==> src/rtl/poly_bank_io_if.sv <==
// Stream and bank-port bundle for poly_bank_io: host coefficient streams in/out,
// plus the row-wide write and read ports of the banked memory.
interface poly_bank_io_if #(
  parameter int D_WIDTH = 17,
  parameter int BN      = 16,
  parameter int LANES   = 4,
  parameter int ADDR_W  = 8
);
  logic                     in_valid;
  logic                     in_ready;
  logic [LANES*D_WIDTH-1:0] in_data;
  logic                     out_valid;
  logic                     out_ready;
  logic [LANES*D_WIDTH-1:0] out_data;
  logic                     out_last;
  logic [BN-1:0]            wr_en;
  logic [ADDR_W-1:0]        wr_addr;
  logic [BN*D_WIDTH-1:0]    wr_data;
  logic                     rd_en;
  logic [ADDR_W-1:0]        rd_addr;
  logic [BN*D_WIDTH-1:0]    rd_data;

  modport slave (
    input  in_valid, in_data, out_ready, rd_data,
    output in_ready, out_valid, out_data, out_last,
           wr_en, wr_addr, wr_data, rd_en, rd_addr
  );

  modport master (
    output in_valid, in_data, out_ready, rd_data,
    input  in_ready, out_valid, out_data, out_last,
           wr_en, wr_addr, wr_data, rd_en, rd_addr
  );
endinterface

==> src/rtl/poly_bank_io.sv <==
// Streaming load/unload engine for the banked polynomial memory.
// Coefficient i lives in bank i%BN, row i/BN; LANES coefficients per beat.
module poly_lane_chk #(
  parameter int D_WIDTH = 17
) (
  input  logic [D_WIDTH-1:0] coef,
  input  logic [D_WIDTH-1:0] modulus,
  output logic               over
);
  assign over = (coef >= modulus);
endmodule

module poly_bank_io #(
  parameter int D_WIDTH = 17,
  parameter int BN      = 16,
  parameter int MA      = 256,
  parameter int LANES   = 4,
  parameter int ADDR_W  = $clog2(MA)
) (
  input  logic               clk,
  input  logic               rst,
  input  logic [D_WIDTH-1:0] modulus,
  input  logic               start_load,
  input  logic               start_unload,
  output logic               busy,
  output logic               done,
  output logic               err_range,
  poly_bank_io_if.slave      bus
);
  localparam int BPR = BN / LANES;
  localparam int BW  = (BPR > 1) ? $clog2(BPR) : 1;
  localparam logic [BW-1:0]     BEAT_LAST = BW'(BPR - 1);
  localparam logic [ADDR_W-1:0] ROW_LAST  = ADDR_W'(MA - 1);

  typedef enum logic [2:0] {IDLE, LOAD, RD_REQ, RD_WAIT, SEND, FIN} state_t;

  typedef logic [BPR-1:0][LANES-1:0][D_WIDTH-1:0] row_t;

  state_t state, nxt;
  logic [ADDR_W-1:0] row;
  logic [BW-1:0]     beat;
  logic [LANES-1:0][D_WIDTH-1:0] in_lanes;
  logic [LANES-1:0]  lane_over;
  row_t              row_buf, wr_row;
  logic [BPR-1:0][LANES-1:0] wr_mask;
  logic acc, hs, last_beat, last_row, kick;

  assign in_lanes  = bus.in_data;
  assign acc       = (state == LOAD) && bus.in_valid;
  assign hs        = (state == SEND) && bus.out_ready;
  assign last_beat = (beat == BEAT_LAST);
  assign last_row  = (row == ROW_LAST);
  assign kick      = (state == IDLE) && (start_load || start_unload);

  for (genvar l = 0; l < LANES; l++) begin : g_lane
    poly_lane_chk #(.D_WIDTH(D_WIDTH)) u_chk (
      .coef(in_lanes[l]), .modulus(modulus), .over(lane_over[l])
    );
  end

  always_ff @(posedge clk or posedge rst) begin
    if (rst) state <= IDLE;
    else     state <= nxt;
  end

  always_comb begin
    nxt           = state;
    busy          = (state != IDLE);
    done          = (state == FIN);
    bus.in_ready  = (state == LOAD);
    bus.rd_en     = (state == RD_REQ);
    bus.rd_addr   = row;
    bus.out_valid = (state == SEND);
    bus.out_data  = '0;
    bus.out_last  = 1'b0;
    unique case (state)
      IDLE:    if (start_load) nxt = LOAD;
               else if (start_unload) nxt = RD_REQ;
      LOAD:    if (acc && last_beat && last_row) nxt = FIN;
      RD_REQ:  nxt = RD_WAIT;
      RD_WAIT: nxt = SEND;
      SEND: begin
        bus.out_data = row_buf[beat];
        bus.out_last = last_beat && last_row;
        if (hs && last_beat) nxt = last_row ? FIN : RD_REQ;
      end
      FIN:     nxt = IDLE;
      default: nxt = IDLE;
    endcase
  end

  // One beat of counters serves both directions; start from IDLE rewinds to coefficient 0.
  always_ff @(posedge clk or posedge rst) begin
    if (rst) begin
      row  <= '0;
      beat <= '0;
    end else if (kick) begin
      row  <= '0;
      beat <= '0;
    end else if (acc || hs) begin
      beat <= last_beat ? '0 : beat + 1'b1;
      if (last_beat) row <= last_row ? '0 : row + 1'b1;
    end
  end

  always_comb begin
    wr_row        = '0;
    wr_mask       = '0;
    wr_row[beat]  = in_lanes;
    wr_mask[beat] = '1;
  end

  always_ff @(posedge clk or posedge rst) begin
    if (rst) begin
      bus.wr_en   <= '0;
      bus.wr_addr <= '0;
      bus.wr_data <= '0;
    end else if (acc) begin
      bus.wr_en   <= wr_mask;
      bus.wr_addr <= row;
      bus.wr_data <= wr_row;
    end else begin
      bus.wr_en   <= '0;
      bus.wr_data <= '0;
    end
  end

  always_ff @(posedge clk or posedge rst) begin
    if (rst)                    row_buf <= '0;
    else if (state == RD_WAIT)  row_buf <= bus.rd_data;
  end

  always_ff @(posedge clk or posedge rst) begin
    if (rst)                        err_range <= 1'b0;
    else if (state == IDLE && start_load) err_range <= 1'b0;
    else if (acc && |lane_over)     err_range <= 1'b1;
  end
endmodule

==> src/flat_wrapper.sv <==
// flat-port wrapper written by rule: the top's interface ports become plain ports
module poly_bank_io_flat 
#(
  parameter int D_WIDTH = 17,
  parameter int BN      = 16,
  parameter int MA      = 256,
  parameter int LANES   = 4,
  parameter int ADDR_W  = $clog2(MA)
)
  (clk, rst, modulus, start_load, start_unload, busy, done, err_range, bus_in_valid, bus_in_data, bus_out_ready, bus_rd_data, bus_in_ready, bus_out_valid, bus_out_data, bus_out_last, bus_wr_en, bus_wr_addr, bus_wr_data, bus_rd_en, bus_rd_addr);
  poly_bank_io_if #(.D_WIDTH(D_WIDTH), .BN(BN), .LANES(LANES), .ADDR_W(ADDR_W)) bus_i ();
  input  logic clk;
  input  logic rst;
  input  logic [D_WIDTH-1:0] modulus;
  input  logic start_load;
  input  logic start_unload;
  output logic busy;
  output logic done;
  output logic err_range;
  input wire logic [$bits(bus_i.in_valid)-1:0] bus_in_valid;
  input wire logic [$bits(bus_i.in_data)-1:0] bus_in_data;
  input wire logic [$bits(bus_i.out_ready)-1:0] bus_out_ready;
  input wire logic [$bits(bus_i.rd_data)-1:0] bus_rd_data;
  output wire logic [$bits(bus_i.in_ready)-1:0] bus_in_ready;
  output wire logic [$bits(bus_i.out_valid)-1:0] bus_out_valid;
  output wire logic [$bits(bus_i.out_data)-1:0] bus_out_data;
  output wire logic [$bits(bus_i.out_last)-1:0] bus_out_last;
  output wire logic [$bits(bus_i.wr_en)-1:0] bus_wr_en;
  output wire logic [$bits(bus_i.wr_addr)-1:0] bus_wr_addr;
  output wire logic [$bits(bus_i.wr_data)-1:0] bus_wr_data;
  output wire logic [$bits(bus_i.rd_en)-1:0] bus_rd_en;
  output wire logic [$bits(bus_i.rd_addr)-1:0] bus_rd_addr;
  assign bus_i.in_valid = bus_in_valid;
  assign bus_i.in_data = bus_in_data;
  assign bus_i.out_ready = bus_out_ready;
  assign bus_i.rd_data = bus_rd_data;
  assign bus_in_ready = bus_i.in_ready;
  assign bus_out_valid = bus_i.out_valid;
  assign bus_out_data = bus_i.out_data;
  assign bus_out_last = bus_i.out_last;
  assign bus_wr_en = bus_i.wr_en;
  assign bus_wr_addr = bus_i.wr_addr;
  assign bus_wr_data = bus_i.wr_data;
  assign bus_rd_en = bus_i.rd_en;
  assign bus_rd_addr = bus_i.rd_addr;
  poly_bank_io #(.D_WIDTH(D_WIDTH), .BN(BN), .MA(MA), .LANES(LANES), .ADDR_W(ADDR_W)) u_core (.clk(clk), .rst(rst), .modulus(modulus), .start_load(start_load), .start_unload(start_unload), .busy(busy), .done(done), .err_range(err_range), .bus(bus_i));
endmodule
==> config.mk <==
export PLATFORM = sky130hd
export DESIGN_NAME = poly_bank_io_flat
export DESIGN_NICKNAME = d
export VERILOG_FILES = /design/src/rtl/poly_bank_io_if.sv /design/src/rtl/poly_bank_io.sv /design/src/flat_wrapper.sv
export SDC_FILE = /design/constraint.sdc
export NUM_CORES = 1
export LEC_CHECK = 0
export BUFFER_PORTS_ARGS = -buffer_cell sky130_fd_sc_hd__buf_2
export CAP_MARGIN = 5
export CORE_AREA = 2 2 287 289
export DETAILED_ROUTE_END_ITERATION = 8
export DIE_AREA = 0 0 289 291
export PLACE_DENSITY = 0.54
export SLEW_MARGIN = 20
export SYNTH_ARGS = -nofsm -noshare
export SYNTH_HDL_FRONTEND = slang
export SYNTH_SLANG_ARGS = --single-unit
==> constraint.sdc <==
create_clock -name clk -period 19.4 [get_ports clk]
set_clock_uncertainty 0.15 [all_clocks]
set_input_delay 1.94 -clock clk [delete_from_list [all_inputs] [get_ports clk]]
set_output_delay 1.94 -clock clk [all_outputs]
set_load 0.01 [all_outputs]
==> results.sh, run 1 <==
export IMPL_cts_tree="built"
export IMPL_synth_edf_count=0
export IMPL_synth_seq_area_share=0.603
export IMPL_clkTransAtPathRegs_ns=0.07
export IMPL_synthesis_area_mm2=0.0237
export IMPL_syn_num_nets=2071
export IMPL_arrival_ns=3.35
export IMPL_worstSetupEndpointType="primary output"
export IMPL_fin_tns_setup_ns=0
export IMPL_drv_slew=0
export IMPL_syn_inst=1635
export IMPL_async_flop_share=1.00
export IMPL_maxSlewHeadroom=0.293
export IMPL_hold_viol=0
export IMPL_area_growth_pct=29.2
export IMPL_vdd_ir_drop_max_v=0.0000786
export IMPL_slowest_stage="dfrtp_4"
export IMPL_reg2reg_slack_ns=14.80
export IMPL_io_pin_count=742
export IMPL_hold_class="reg -> reg"
export IMPL_cts_buffers=61
export IMPL_die_h_um=291
export IMPL_grt_max_degree=163
export IMPL_grt_pass1_vias=17100
export IMPL_holdBufCountCts=0
export IMPL_crit_chain="buf_4 > mux4_2 > and2_1 > buf_2"
export IMPL_power_density_mw_per_mm2=131
export IMPL_clock_path_buffers=3
export IMPL_outcome="completed"
export IMPL_fmax_mhz=184
export IMPL_start_kind="flop"
export IMPL_dieArea_mm2=0.0841
export IMPL_portBuffers=741
export IMPL_path_delay_family="flip-flops"
export IMPL_via_per_inst=4.48
export IMPL_vias=15700
export IMPL_row_count=105
export IMPL_synthFlopType="dfrtp_1"
export IMPL_ant_nets=0
export IMPL_dp_hpwl_mm=54.2
export IMPL_min_from="u_core.row_buf[217]$_DFFE_PP0P_"
export IMPL_path_buf_inv=2
export IMPL_wl_per_cell_um=21.1
export IMPL_crit_fanout=37
export IMPL_num_nets_final=2788
export IMPL_r2r_start="u_core.state[2]$_DFFE_PP0P_"
export IMPL_drt_iter0_markers=701
export IMPL_cts_resized_gates=0
export IMPL_yosysWarningCount=0
export IMPL_wl_mm=73.8
export IMPL_drv_cap=0
export IMPL_comb_power_share=0.256
export IMPL_initial_core_util=0.291
export IMPL_crit_start="u_core.beat[0]$_DFFE_PP0P_"
export IMPL_p_int_w=0.00289
export IMPL_critPathRequiredTime_ns=17.31
export IMPL_h_tree_depth=2
export IMPL_p_sw_frac=0.279
export IMPL_clock_sinks=570
export IMPL_post_cts_buffers=0
export IMPL_place_inst=3359
export IMPL_layout_min_cycle_time_ns=5.44
export IMPL_slowest_delay_ns=0.94
export IMPL_worst_setup_path_type="reg -> out"
export IMPL_gp_congestion=0.822
export IMPL_setup_viol=0
export IMPL_clk_latency_ns=0.61
export IMPL_p_leak_nw=15.6
export IMPL_synthDistinctLibCells=49
export IMPL_max_slew_worst_pin_slew_ns=1.06
export IMPL_drive_gt1_frac=0.510
export IMPL_final_cells=3494
export IMPL_ys_ff_latch=570
export IMPL_core_area_mm2=0.0812
export IMPL_pwr_share_clk=0.313
export IMPL_drt_pass1_iterations=4
export IMPL_rsz0062_at_grt="no"
export IMPL_grt_pass1_wl_mm=109
export IMPL_post_route_period_util=0.280
export IMPL_switching_power_w=0.00112
export IMPL_nFillCells=7823
export IMPL_avgSynthCellArea_um2=14.5
export IMPL_grt_ovfl_total=0
export IMPL_p_seq_frac=0.430
export IMPL_antenna_found_initial=47
export IMPL_grtUsageTotal=0.172
export IMPL_cts_root_buf="clkbuf_16"
export IMPL_fp_dieW_um=289
export IMPL_drc=0
==> synthesized netlist by cell type (2+ instances only) <==
| master | instances | share of area |
|---|---|---|
| dfrtp_1 | 570 | 0.60 |
| and2_1 | 341 | 0.090 |
| mux2_2 | 280 | 0.13 |
| ha_1 | 73 | 0.039 |
| mux4_2 | 68 | 0.065 |
| buf_2 | 36 | 0.0076 |
| clkbuf_1 | 35 | 0.0056 |
| a21oi_1 | 31 | 0.0066 |
| inv_1 | 27 | 0.0043 |
| nor2_1 | 22 | 0.0035 |
| buf_4 | 20 | 0.0063 |
| nand2_1 | 20 | 0.0032 |
| o21ai_0 | 16 | 0.0034 |
| nand4_1 | 11 | 0.0029 |
| clkbuf_2 | 8 | 0.0017 |
| and3_1 | 7 | 0.0019 |
| nand3_1 | 7 | 0.0015 |
| nor3_1 | 6 | 0.0013 |
| a21o_1 | 5 | 0.0016 |
| a2111oi_0 | 4 | 0.0015 |
| and4_1 | 4 | 0.0015 |
| a211oi_1 | 3 | 0.00095 |
| buf_6 | 3 | 0.0014 |
| nand2b_1 | 3 | 0.00079 |
| nor2b_1 | 3 | 0.00079 |
| o22ai_1 | 3 | 0.00079 |
| xor2_1 | 3 | 0.0011 |
| a31oi_1 | 2 | 0.00053 |
| nand3b_4 | 2 | 0.0017 |
| nor4_1 | 2 | 0.00053 |
| o21a_1 | 2 | 0.00063 |
==> placed cells by master, fill, tap and decap left out, types with 13 or more instances in the layout <==
cell,netlist,routed
diode_2,0,22
o21ai_0,16,16
a21oi_1,31,31
dfrtp_1,570,568
buf_2,36,741
nand2_1,20,19
and2_1,341,341
mux2_2,280,280
nor2_1,22,22
mux4_2,68,68
ha_1,73,73
buf_4,20,13
inv_1,27,26
clkbuf_16,0,63
==> stage by stage <==
stage	utilization	hold slack, ns	worst slack, ns	instance area, µm²	total power, W
2_1_floorplan	-	0.324	1.37	23700	0.00244
3_3_place_gp	0.349	0.332	13.81	28300	0.00274
3_5_place_dp	0.349	0.338	13.67	28300	0.00279
4_1_cts	0.376	0.351	13.76	30500	0.00406
5_1_grt	0.376	0.365	13.68	30600	0.00423
6_report	0.377	0.350	13.96	30600	0.00400
==> power groups by stage <==
stage / Sequential [W] / Combinational (W) / Clock, W
floorplan: 0.00166 / 0.000777 / 0
global placement: 0.00172 / 0.00101 / 0
detailed placement: 0.00174 / 0.00105 / 0
CTS: 0.00172 / 0.00105 / 0.00129
global route: 0.00176 / 0.00112 / 0.00134
finish: 0.00172 / 0.00103 / 0.00125
==> flip-flops by register name, indices dropped and copies added (netlist names) <==
signal and count:
u_core.beat 2, u_core.bus.wr_addr 8, u_core.bus.rd_addr 8, u_core.state 3, u_core.bus.wr_data 272, u_core.bus.wr_en 4
u_core.row_buf 272, u_core.err_range 1
==> worst register-to-register path, cell delays in order, from the launching register on <==
cell and delay, ns:
dfrtp_1 0.62, and2b_1 0.29, nand2_4 0.30, buf_4 0.86, buf_4 0.96, buf_6 0.82, mux2_2 0.51
==> per-layer routing <==
layer	up-vias	wire length [µm]	global-route usage
met2	570	37600	0.306
met3	145	6390	0.0607
li1	7066	-	-
met4	42	1790	0.0468
met5	-	257	0
met1	7832	27800	0.193
==> cell families after synthesis <==
logic type                 synth area share
adders and majority gates            0.0386
DFF                                   0.603
AOI/OAI and AO/OA                    0.0194
buffers and inverters                0.0269
and+or+nand+nor                       0.113
xor gates and xnor gates            0.00111
muxes                                 0.198
==> path summary, 6_finish.rpt <==
check                      cells after the start                               end
max                                            4                   bus_out_data[5]
min                                            1   u_core.row_buf[217]$_DFFE_PP0P_
max reg2reg                                    6   u_core.row_buf[235]$_DFFE_PP0P_
min reg2reg                                    1   u_core.row_buf[217]$_DFFE_PP0P_
max in group asynchronous                      5        u_core.beat[0]$_DFFE_PP0P_
min in group asynchronous                      2  u_core.bus.wr_data[77]$_DFF_PP0_
==> final cells by class <==
cell class                 instances  area, µm²  area share
antenna                           22       55.1     0.00180
clock inverter                    28        414      0.0135
multi-input combinational        936       8780       0.287
timing repair buffer             756       3840       0.125
inverter                          27        109     0.00356
tap                             1070       1340      0.0438
sequential                       570      14300       0.467
clock buffer                      85       1770      0.0579
Note: power is estimated with default switching activity, not from simulation.
==> inputs of run 2 (changes only) <==
- ABC_AREA: default -> 1
- clock period: 19.4 -> 5.55 ns (I/O delays scaled with it)
==> results.sh, run 2 <==
export IMPL_ant_nets=0
export IMPL_cts_resized_gates=0
export IMPL_dieArea_mm2=0.0841
export IMPL_setup_viol=0
export IMPL_p_seq_frac=0.417
export IMPL_grt_pass1_vias=19700
export IMPL_outcome="completed"
export IMPL_gr_usage_met3=0.0444
export IMPL_clock_sinks=570
export IMPL_post_dp_cell_area_mm2=0.0284
export IMPL_yosysWarningCount=0
export IMPL_post_route_period_util=0.656
export IMPL_worstSetupEndpointType="primary output"
export IMPL_rsz0062_at_grt="no"
export IMPL_rr_worst_depth=6
export IMPL_comb_power_share=0.306
export IMPL_ys_ff_latch=570
export IMPL_vias=19000
export IMPL_clkTransAtPathRegs_ns=0.06
export IMPL_reg_top3="u_core.bus.wr_data (272), u_core.row_buf (272)"
export IMPL_io_pin_count=742
export IMPL_met2_usage=0.327
export IMPL_yosysTopAreaCellShare=0.602
export IMPL_synthFlopType="dfrtp_1"
export IMPL_synthesis_area_mm2=0.0237
export IMPL_layout_commonest_cell="buf_2"
export IMPL_max_slew_worst_pin_slew_ns=1.23
export IMPL_avgSynthCellArea_um2=10.5
export IMPL_cp_common_cell="nor2_1"
export IMPL_fmax_mhz=274
export IMPL_holdBufCountCts=191
export IMPL_async_flop_share=1.00
export IMPL_dp_hpwl_mm=58.6
export IMPL_drt_pass1_iterations=5
export IMPL_vdd_ir_drop_max_v=0.000412
export IMPL_num_nets_final=3587
export IMPL_cts_buffers=61
export IMPL_slowest_delay_ns=0.43
export IMPL_worst_setup_path_type="reg -> out"
export IMPL_clock_path_buffers=3
export IMPL_slowest_stage="dfrtp_4"
export IMPL_area_growth_pct=36.0
export IMPL_synthDistinctLibCells=34
export IMPL_hold_class="in -> reg"
export IMPL_busiest_layer="met2"
export IMPL_drive_gt1_frac=0.344
export IMPL_p_int_w=0.00955
export IMPL_crit_fanout=202
export IMPL_portBuffers=741
export IMPL_drt_iter0_markers=862
export IMPL_p_leak_nw=17.2
export IMPL_synth_edf_count=0
export IMPL_pwr_share_clk=0.277
export IMPL_core_area_mm2=0.0812
export IMPL_fp_dieW_um=289
export IMPL_p_sw_frac=0.335
export IMPL_grt_use_met1=0.215
export IMPL_design_area_mm2=0.0322
export IMPL_wl_per_cell_um=18.7
export IMPL_grt_pass1_wl_mm=119
export IMPL_synthTopCellsByCount="570 x dfrtp_1, 514 x nor2_1, 208 x mux2_2, 205 x inv_1, 191 x nand2_1"
export IMPL_row_count=105
export IMPL_switching_power_w=0.00482
export IMPL_yosys_top_cells_area="dfrtp_1 60%, mux2_2 9.9%, nor2_1 8.1%, ha_1 3.9%, inv_1 3.2%"
export IMPL_drv_slew=0
export IMPL_hold_viol=0
export IMPL_critPathRequiredTime_ns=4.85
export IMPL_start_kind="flop"
export IMPL_power_density_mw_per_mm2=446
export IMPL_antenna_found_initial=18
export IMPL_arrival_ns=2.94
export IMPL_reg2reg_slack_ns=2.73
export IMPL_h_tree_depth=2
export IMPL_initial_core_util=0.292
export IMPL_post_cts_buffers=0
export IMPL_final_core_util=0.397
export IMPL_die_h_um=291
export IMPL_wl_mm=79.8
export IMPL_yosysMostFrequentCell="dfrtp_1"
export IMPL_cts_root_buf="clkbuf_16"
export IMPL_syn_num_nets=2698
export IMPL_syn_inst=2262
export IMPL_via_per_inst=4.44
export IMPL_grtUsageTotal=0.185
export IMPL_layout_min_cycle_time_ns=3.64
export IMPL_synth_seq_area_share=0.602
export IMPL_gp_congestion=0.868
export IMPL_cts_tree="built"
export IMPL_synth_largest_area_cell="dfrtp_1"
export IMPL_nFillCells=8124
export IMPL_grt_max_degree=203
export IMPL_crit_chain="buf_12 > nor2_1 > nor2_1 > o21ai_0 > a21oi_1 > buf_2"
export IMPL_most_common_layout_cells="741 x buf_2, 568 x dfrtp_1, 514 x nor2_1, 208 x mux2_2, 204 x inv_1"
export IMPL_grt_ovfl_total=0
export IMPL_drv_cap=0
export IMPL_hold_depth=2
export IMPL_maxSlewHeadroom=0.180
export IMPL_drc=0
export IMPL_clk_latency_ns=0.60
run 2: cell count changes in the layout (fill, tap and decap cells not counted), sizes merged, moves of 64 or more:
cell         change
mux4            -68
nand2          +180
mux2            -72
o21ai           +77
nor2           +496
inv            +182
dlygate4sd3    +191
and2           -341
o211ai          +64
a21oi          +121
run 2: path summary, 6_finish.rpt:
| kind | startpoint | to |
|---|---|---|
| worst max-delay path | u_core.beat[0]$_DFFE_PP0P_ | bus_out_data[16] |
| worst min register to register | u_core.bus.wr_addr[6]$_DFFE_PP0P_ | u_core.bus.wr_addr[6]$_DFFE_PP0P_ |
| min in group asynchronous | rst | u_core.bus.wr_data[96]$_DFF_PP0_ |
| worst max register to register | u_core.state[2]$_DFFE_PP0P_ | u_core.row_buf[154]$_DFFE_PP0P_ |
| worst min-delay path | bus_rd_data[137] | u_core.row_buf[137]$_DFFE_PP0P_ |
| max in group asynchronous | rst | u_core.row_buf[93]$_DFFE_PP0P_ |
run 2: final cells by class:
class                           instances  area [µm²]  area share
Antenna cell                           13        32.5     0.00101
Inverter                              213         806      0.0250
Tap cell                             1070        1340      0.0415
Sequential cell                       570       14300       0.443
Clock inverter                         17         169     0.00524
Multi-Input combinational cell       1349        8000       0.248
Clock buffer                           88        1770      0.0548
Timing Repair Buffer                  956        5860       0.182
run 2: critical path, delay by kind of cell, from the launching register on:
family / cells / cell delay, ns
and+or+nand+nor: 2 / 0.50
buffers and inverters: 2 / 0.57
AOI/OAI and AO/OA: 2 / 0.43
DFF: 1 / 0.43
run 2: metrics by stage:
stage	cells	TNS [ns]	setup slack (ns)	hold slack, ns	total power (W)
2_1_floorplan	2262	-1663.60	-2.92	0.324	0.00888
3_3_place_gp	3967	0	2.56	0.320	0.0103
3_5_place_dp	3967	0	2.55	0.324	0.0104
4_1_cts	4263	0	1.85	0.0000381	0.0145
5_1_grt	4271	0	1.80	0.00684	0.0153
6_report	4276	0	1.91	0.0457	0.0144
run 2: power groups by stage:
stage / clock network, W / registers (W) / logic (W)
floorplan: 0 / 0.00593 / 0.00295
global placement: 0 / 0.00604 / 0.00429
detailed placement: 0 / 0.00606 / 0.00434
CTS: 0.00409 / 0.00599 / 0.00446
global route: 0.00426 / 0.00613 / 0.00490
finish: 0.00398 / 0.00600 / 0.00439
run 2: cells by family after synthesis:
logic type,after synthesis,synth area share
buffers and inverters,343,0.0612
flip-flops,570,0.602
AO/OA/AOI/OAI,316,0.0745
AND/OR/NAND/NOR,752,0.125
multiplexers,208,0.0988
adder cells (fa/ha/maj),73,0.0385
run 2: per-layer routing:
layer,vias up,share of wire
met4,6,0.036
li1,9044,-
met5,-,0.00028
met2,637,0.50
met3,142,0.068
met1,9153,0.39
==> inputs of run 3 (changes only) <==
- ABC_AREA: 1 -> 0
- PLACE_DENSITY: 0.54 -> 0.55
- clock period: 5.55 -> 3 ns (I/O delays scaled with it)
==> results.sh, run 3 (synthesis results as in run 1) <==
export IMPL_outcome="completed"
export IMPL_io_pin_count=742
export IMPL_reg_top3="u_core.bus.wr_data (272), u_core.row_buf (272)"
export IMPL_drt_iter0_markers=723
export IMPL_crit_fanout=18
export IMPL_place_ws_ns=0.617
export IMPL_antenna_found_initial=19
export IMPL_slowest_stage="dfrtp_4"
export IMPL_drc=0
export IMPL_slowest_delay_ns=0.55
export IMPL_initial_core_util=0.291
export IMPL_grt_pass1_wl_mm=117
export IMPL_fp_dieW_um=289
export IMPL_p_leak_nw=17.2
export IMPL_core_area_mm2=0.0812
export IMPL_clkTransAtPathRegs_ns=0.06
export IMPL_grtUsageTotal=0.185
export IMPL_layout_min_cycle_time_ns=2.81
export IMPL_vdd_ir_drop_max_v=0.000603
export IMPL_row_count=105
export IMPL_via_per_inst=4.46
export IMPL_setup_viol=0
export IMPL_clock_path_buffers=3
export IMPL_drive_gt1_frac=0.451
export IMPL_layout_commonest_cell="buf_2"
export IMPL_drv_slew=0
export IMPL_area_growth_pct=45.5
export IMPL_grt_max_degree=92
export IMPL_grt_ovfl_total=0
export IMPL_rsz0062_at_grt="no"
export IMPL_final_cells=3860
export IMPL_gp_congestion=0.856
export IMPL_maxSlewHeadroom=0.572
export IMPL_multiInputGateArea_mm2=0.00878
export IMPL_drt_pass1_iterations=6
export IMPL_register_area_mm2=0.0143
export IMPL_hold_ws_ns=0.165
export IMPL_place_inst=3389
export IMPL_max_slew_worst_pin_slew_ns=0.640
export IMPL_dp_hpwl_mm=58.4
export IMPL_cts_tree="built"
export IMPL_start_kind="flop"
export IMPL_drv_cap=0
export IMPL_layout_setup_ws_ns=0.190
export IMPL_hold_viol=0
export IMPL_portBuffers=741
export IMPL_die_h_um=291
export IMPL_clk_latency_ns=0.62
export IMPL_worst_setup_path_type="reg -> out"
export IMPL_num_nets_final=3168
export IMPL_post_route_period_util=0.937
export IMPL_nFillCells=7438
export IMPL_critPathRequiredTime_ns=2.55
export IMPL_clock_sinks=570
export IMPL_hold_class="in -> async"
export IMPL_most_common_layout_cells="741 x buf_2, 567 x dfrtp_1, 347 x dlygate4sd3_1, 341 x and2_1, 280 x mux2_2"
export IMPL_fmax_mhz=356
export IMPL_wl_per_cell_um=20.6
export IMPL_cts_buffers=61
export IMPL_arrival_ns=2.36
export IMPL_cts_root_buf="clkbuf_16"
export IMPL_dieArea_mm2=0.0841
export IMPL_wl_mm=79.3
export IMPL_ant_nets=0
export IMPL_power_density_mw_per_mm2=762
export IMPL_vias=17200
export IMPL_h_tree_depth=2
export IMPL_worstSetupEndpointType="primary output"
export IMPL_crit_chain="buf_12 > mux4_2 > and2_1 > buf_2"
export IMPL_grt_pass1_vias=19100
run 3: changes by cell type in the layout (fill, tap and decap cells not counted), moves of 8 or more:
cell	change
dlygate4sd3_1	+156
mux4_2	+68
nor2_1	-492
buf_12	+18
mux2_2	+72
inv_1	-178
nand2_1	-171
clkinv_2	-8
o211ai_1	-64
and2_1	+341
o21ai_0	-71
nand3_1	-10
a21oi_1	-121
run 3: through the flow:
| step | total power (W) | area, µm² | TNS [ns] | utilization |
|---|---|---|---|---|
| after global routing | 0.0277 | 34400 | 0 | 0.424 |
| final | 0.0262 | 34400 | 0 | 0.424 |
| after detailed placement | 0.0183 | 28800 | 0 | 0.355 |
| after floorplan | 0.0158 | 23700 | -2971.75 | - |
| after CTS | 0.0265 | 34400 | 0 | 0.424 |
| after global placement | 0.0179 | 28800 | 0 | 0.355 |
run 3: timing repair:
item                       4_1_cts  5_1_grt
setup buffers                    3        0
hold endpoints to repair       570        0
setup endpoints to repair        6        1
cloned                           0        0
hold buffers                   347        0
gates resized for setup          0        1
run 3: cell type report:
| cell class | count | area share |
|---|---|---|
| Clock buffer | 89 | 0.0520 |
| Timing Repair Buffer | 1136 | 0.227 |
| Tap cell | 1070 | 0.0389 |
| Antenna cell | 12 | 0.000872 |
| Multi-Input combinational cell | 936 | 0.255 |
| Inverter | 27 | 0.00305 |
| Sequential cell | 570 | 0.415 |
| Clock inverter | 20 | 0.00796 |
run 3: where the power goes:
| group | internal [W] | switching (W) | total, W |
|---|---|---|---|
| logic | 0.00435 | 0.00311 | 0.00747 |
| registers | 0.00985 | 0.00119 | 0.0110 |
| clock network | 0.00456 | 0.00318 | 0.00774 |
run 3: final timing paths:
check,start,end,slack [ns],depth (start not counted)
worst max register to register,u_core.beat[0]$_DFFE_PP0P_,u_core.state[1]$_DFFE_PP0P_,0.28,8
min in group clk,bus_rd_data[33],u_core.row_buf[33]$_DFFE_PP0P_,0.28,3
max in group asynchronous,rst,u_core.row_buf[259]$_DFFE_PP0P_,1.50,5
worst max-delay path,u_core.beat[0]$_DFFE_PP0P_,bus_out_data[2],0.19,4
worst min-delay path,rst,u_core.bus.wr_data[111]$_DFF_PP0_,0.16,3
worst min register to register,u_core.row_buf[147]$_DFFE_PP0P_,u_core.row_buf[147]$_DFFE_PP0P_,0.35,1
run 3: metal layers:
metal / wire [µm] / GRT usage / up-vias
met3: 5660 / 0.0517 / 134
li1: - / - / 7829
met4: 2640 / 0.0615 / 14
met5: 84 / 0 / -
met2: 40600 / 0.337 / 620
met1: 30400 / 0.205 / 8631
run 3: worst max-delay path, delay by kind of cell, from the launching register on:
| family | cells | cell delay [ns] |
|---|---|---|
| mux | 1 | 0.52 |
| simple gates | 1 | 0.23 |
| flops | 1 | 0.55 |
| buf+inv | 2 | 0.40 |
